<file path="src/rtl/router_sync.sv">
// rtl/router_sync.sv - destination latch and write-strobe steering for the 1x3 router
module router_sync (
   input  logic       clk1,
   input  logic       reset,
   input  logic       get_dest,
   input  logic       write_enb_reg,
   input  logic       empty_0,
   input  logic       empty_1,
   input  logic       empty_2,
   input  logic       full_0,
   input  logic       full_1,
   input  logic       full_2,
   input  logic [7:0] destination,
   output logic       vld_out_0,
   output logic       vld_out_1,
   output logic       vld_out_2,
   output logic [2:0] write_enb,
   output logic       fifo_full
);

   // 2'b11 is the "no destination" encoding; it selects no FIFO.
   localparam logic [1:0] ADDR_NONE = 2'b11;

   logic [1:0] addr;

   // Only the two address bits of the header byte matter.
   logic unused_dest_hi;
   assign unused_dest_hi = ^destination[7:2];

   // Destination register: reset clears the selection, get_dest captures a new one.
   always_ff @(posedge clk1) begin
      if (reset) begin
         addr <= ADDR_NONE;
      end else if (get_dest) begin
         addr <= destination[1:0];
      end
   end

   // Steer the write strobe and pick the selected full flag; both forced idle during reset.
   always_comb begin
      write_enb = 3'b000;
      fifo_full = 1'b0;
      if (!reset) begin
         case (addr)
            2'd0: begin
               write_enb = {2'b00, write_enb_reg};
               fifo_full = full_0;
            end
            2'd1: begin
               write_enb = {1'b0, write_enb_reg, 1'b0};
               fifo_full = full_1;
            end
            2'd2: begin
               write_enb = {write_enb_reg, 2'b00};
               fifo_full = full_2;
            end
            default: begin
               write_enb = 3'b000;
               fifo_full = 1'b0;
            end
         endcase
      end
   end

   // Port valid flags are simply the inverted FIFO empty flags, independent of selection.
   always_comb begin
      vld_out_0 = ~empty_0;
      vld_out_1 = ~empty_1;
      vld_out_2 = ~empty_2;
   end

endmodule

</file>
<file path="config.mk">
export PLATFORM = sky130hd
export DESIGN_NAME = router_sync
export DESIGN_NICKNAME = d
export VERILOG_FILES = /design/src/rtl/router_sync.sv
export SDC_FILE = /design/constraint.sdc
export NUM_CORES = 1
export LEC_CHECK = 0
export CAP_MARGIN = 10
export CORE_AREA = 2 2 39 41
export DETAILED_ROUTE_END_ITERATION = 8
export DIE_AREA = 0 0 41 43
export PLACE_DENSITY = 0.49
export SYNTH_ARGS = -nofsm -noshare
export SYNTH_HDL_FRONTEND = slang
export SYNTH_SLANG_ARGS = --single-unit
</file>
<file path="constraint.sdc">
create_clock -name clk1 -period 1 [get_ports clk1]
set_input_delay 0.1 -clock clk1 [delete_from_list [all_inputs] [get_ports clk1]]
set_output_delay 0.1 -clock clk1 [all_outputs]
set_load 0.03 [all_outputs]
</file>
Word level (Yosys, flattened, before mapping)
Cells that the tools add are included.
{"block": "word_totals", "input_bits": 18, "regBits": 2, "elab_cells": 11, "output_inout_bits": 7}
{"block": "classes", "reduce_logical": 1, "eq_ne": 2, "bitwise": 3, "muxes": 4}
{"op": "3-bit case mux with 3 select lines", "count": 1}
{"op": "3-bit 2-to-1 mux", "count": 1}
{"op": "1-bit NOT", "count": 3}
{"op": "1-bit case mux with 3 select lines", "count": 1}
{"op": "2-bit by 1-bit equality test with 1-bit output, second input constant", "count": 1}
{"op": "2-bit equality test, second input constant", "count": 1}
{"op": "2-bit logical NOT", "count": 1}
{"op": "1-bit 2-to-1 mux", "count": 1}

Depth between registers and ports, before layout
{"block": "depth", "depth_word": 3, "ltp_mapped": 3, "depth_no_buf": 3}

Least setup slack after synthesis
No wires, ideal clock.
{"block": "synth_timing", "kind": "register to output", "from": "register addr[0]", "to": "output port write_enb[0]", "stages_incl_launch_ff": 2, "arrival_time_ps": 1410, "required_time_ps": 900, "n_path_buf": 0, "setup_slack_ps": -510, "cell_sequence": "dfxtp_1 -> nor4b_1"}
{"block": "synth_between", "elab_chain_len": 3, "word_cells_on_any_way": 5, "cone_classes": "2 x eq/ne; 2 x mux; 1 x reduce/logical"}
{"item": "start, declared", "line": "24", "rtl": "logic [1:0] addr;"}
{"item": "start signal, assigned", "line": "35", "rtl": "addr <= destination[1:0];"}
{"item": "2-bit equality test (tied with other cells)", "line": "44", "rtl": "case (addr)"}
{"item": "3-bit case mux with 3 select lines (*)", "line": "44"}
{"item": "3-bit 2-to-1 mux (*)", "line": "43", "rtl": "if (!reset) begin"}
{"item": "end, declared", "line": "17", "rtl": "output logic [2:0] write_enb,"}
Mark *: on every way between the ends. The rest lies on a longest branch, timed or not.

Final worst setup path
{"block": "layout_timing", "from": "register addr[1]", "to": "output port write_enb[0]"}
The elaborated chain is that of the path after synthesis.

==> reports/metrics.cfg <==
[status]
outcome = complete, but fails checks
failing_checks = negative setup slack

[grt]
grt_max_degree = 7
first_pass_grt_wire_length_um = 883
vias_in_the_first_global_route = 230
globalRouteOverflowTotal = 0
initial_antenna_violation_count = 0
grt_usage = 0.0780

[clocking]
clock_tree.htree_level_count = 1
clock_root_buffer = sky130_fd_sc_hd__clkbuf_4
cts-buffers-inserted = 3
cts_hold_buf = 0
tritoncts_clock_tree = done
clock_tree.buffer_depth = 2
clkTransAtPathRegs_ns = 0.04
worstSkewPairLatency_ns = 0.22
clkSinkCount = 2

[pwr]
worst_ir_drop_vdd_mv = 0.492
cellInternalPower_w = 0.000311
power_density_nw_per_um2 = 965
power_frac_comb = 0.353
seq_power_share = 0.226
clock_power_share = 0.421
power.switching_fraction = 0.288
static-leakage-power_nw = 0.206
netSwitchingPower_w = 0.000126

[hold_path]
hold_path_start = destination[1]
min_path_type = in2reg

[critical_path]
critPathLaunchType = flip-flop
critPathBufInv = 2
arrival_ns = 1.12
crit_path_max_incr_delay_ns = 0.36
critPathSlowestCell = sky130_fd_sc_hd__dfxtp_4
worstPathMaxFanout = 6
required_ns = 0.90
crit_start = addr[1]
crit_type = reg2out
crit_path_frequent_cell = sky130_fd_sc_hd__buf_6
crit-reg2reg-launch = addr[0]
crit_family = flip-flops
end_kind = primary output
crit_chain = buf_6 > nor4b_4 > buf_6

[logic_synthesis]
postSynthCellCount = 16
synth.cell_area_um2 = 140
syn-num-nets = 34
ys_ff_latch = 2
post_synth_num_cell_types = 9
synth-seq-area-share = 0.286
synth.top_cells.by_area = sky130_fd_sc_hd__dfxtp_1 29%, sky130_fd_sc_hd__nor2b_1 13%, sky130_fd_sc_hd__a211o_1 13%
synth_top_area_cell = sky130_fd_sc_hd__dfxtp_1
synthesis.yosys.warnings = 0
yosys.area.top_type_share = 0.286
postSynthAreaPerCell_um2 = 8.76

[floorplanning]
die_x_um = 41
floorplan.io_pins = 25
rows = 14
die_area_um2 = 1760
initial_utilization = 0.101
placeableCoreArea_um2 = 1380
die_h_um = 43

[finish]
final_layout_size_suffix_gt1_frac = 0.550
layout.cells.most_common_list = 9 x sky130_fd_sc_hd__clkdlybuf4s50_1, 6 x sky130_fd_sc_hd__buf_6, 4 x sky130_fd_sc_hd__buf_4, 3 x sky130_fd_sc_hd__inv_1, 3 x sky130_fd_sc_hd__clkbuf_4
largest_reg_flops = 2
layout.nets = 60
n_fill_cell = 149
syn_to_final_growth_pct = 223
number_of_antenna_diodes = 0
mostFrequentLayoutCell = sky130_fd_sc_hd__clkdlybuf4s50_1
reg_top3 = addr (2)
largest-register = addr

[drt]
wirelength_um = 607
firstDrtPassIters = 3
first_iter_violations = 2
final_antenna_net_count = 0
drc = 0
dr_total_vias = 224
viasPerCell = 4.00
post_drt_wl_per_cell_um = 10.8

[placed_design]
gp_congestion = 0.611
buffer_ports.inserted = 18

[timing]
postLayoutSetupSlackWorst_ns = -0.220
max_slew_margin = 0.757
hold_violations = 0
max_clock_freq_mhz = 820
slew_violations = 0
setup_viol = 4
final_worst_clock_skew_ns = 0
tns_ns = -0.707
layout_min_cycle_time_ns = 1.22
worst_hold_slack_ns = 0.468
tightest_slew_ns = 0.364
post-route-period-util = 1.22
setup_repair_after_global_routing_missed_its_margin = true

[flow_run]
number_of_maximum_capacitance_violations = 0

[area by class of cell]
type                       count  area, um2  share of cell area
timing repair buffer          21        205               0.453
inverter                       3       11.3              0.0249
multi-input combinational     11        146               0.323
sequential                     2       47.5               0.105
tap                           16       20.0              0.0442
clock buffer                   3       22.5              0.0497
[metal layers]
layer,wire (um),GRT usage
met1,267,0.0984
met2,268,0.0969
met3,72,0.0209
met4,0,0.0800
met5,0,0
[stage by stage]
stage	cells	area [um2]	power [W]	setup slack (ns)	util
after global placement	53	388	0.000239	-0.306	0.280
after CTS	56	434	0.000442	-0.244	0.314
after detailed placement	53	388	0.000243	-0.329	0.280
after global routing	56	453	0.000473	-0.281	0.327
after floorplan	16	183	0.000156	-0.123	-
final	56	453	0.000437	-0.220	0.327
[synth_stat cells]
master                     instances
sky130_fd_sc_hd__nor4bb_1          1
sky130_fd_sc_hd__nor2b_1           3
sky130_fd_sc_hd__nand2b_1          1
sky130_fd_sc_hd__a211oi_1          2
sky130_fd_sc_hd__dfxtp_1           2
sky130_fd_sc_hd__nor4b_1           1
sky130_fd_sc_hd__a211o_1           2
sky130_fd_sc_hd__and4bb_2          1
sky130_fd_sc_hd__inv_1             3
[power by group through the flow]
| stage | clock network, W | logic (W) | registers (W) |
|---|---|---|---|
| 2_1_floorplan | 0 | 0.0000587 | 0.0000977 |
| 3_3_place_gp | 0 | 0.000142 | 0.0000974 |
| 3_5_place_dp | 0 | 0.000145 | 0.0000981 |
| 4_1_cts | 0.000194 | 0.000151 | 0.0000968 |
| 5_1_grt | 0.000208 | 0.000165 | 0.000100 |
| 6_report | 0.000184 | 0.000154 | 0.0000986 |
[kinds of logic (layout without fill, tap and decap cells)]
group | count (synthesis) | in the layout | share of synthesized area
simple gates | 7 | 7 | 0.402
compound gates | 4 | 4 | 0.232
flops | 2 | 2 | 0.286
buf+inv | 3 | 27 | 0.0804
[repair_timing]
action	4_1_cts	5_1_grt
pin swaps	3	0
gates resized for setup	10	4
buffers inserted	0	0
setup endpoints to repair	6	4
[path summary, 6_finish.rpt]
| check | to | cells after the start | slack, ns |
|---|---|---|---|
| worst max-delay path | write_enb[0] | 3 | -0.22 |
| worst min-delay path | addr[1] | 2 | 0.47 |
| worst max register to register | addr[0] | 2 | 0.15 |
| worst min register to register | addr[1] | 2 | 0.63 |
No activity file was read; power rests on OpenSTA's default activity.
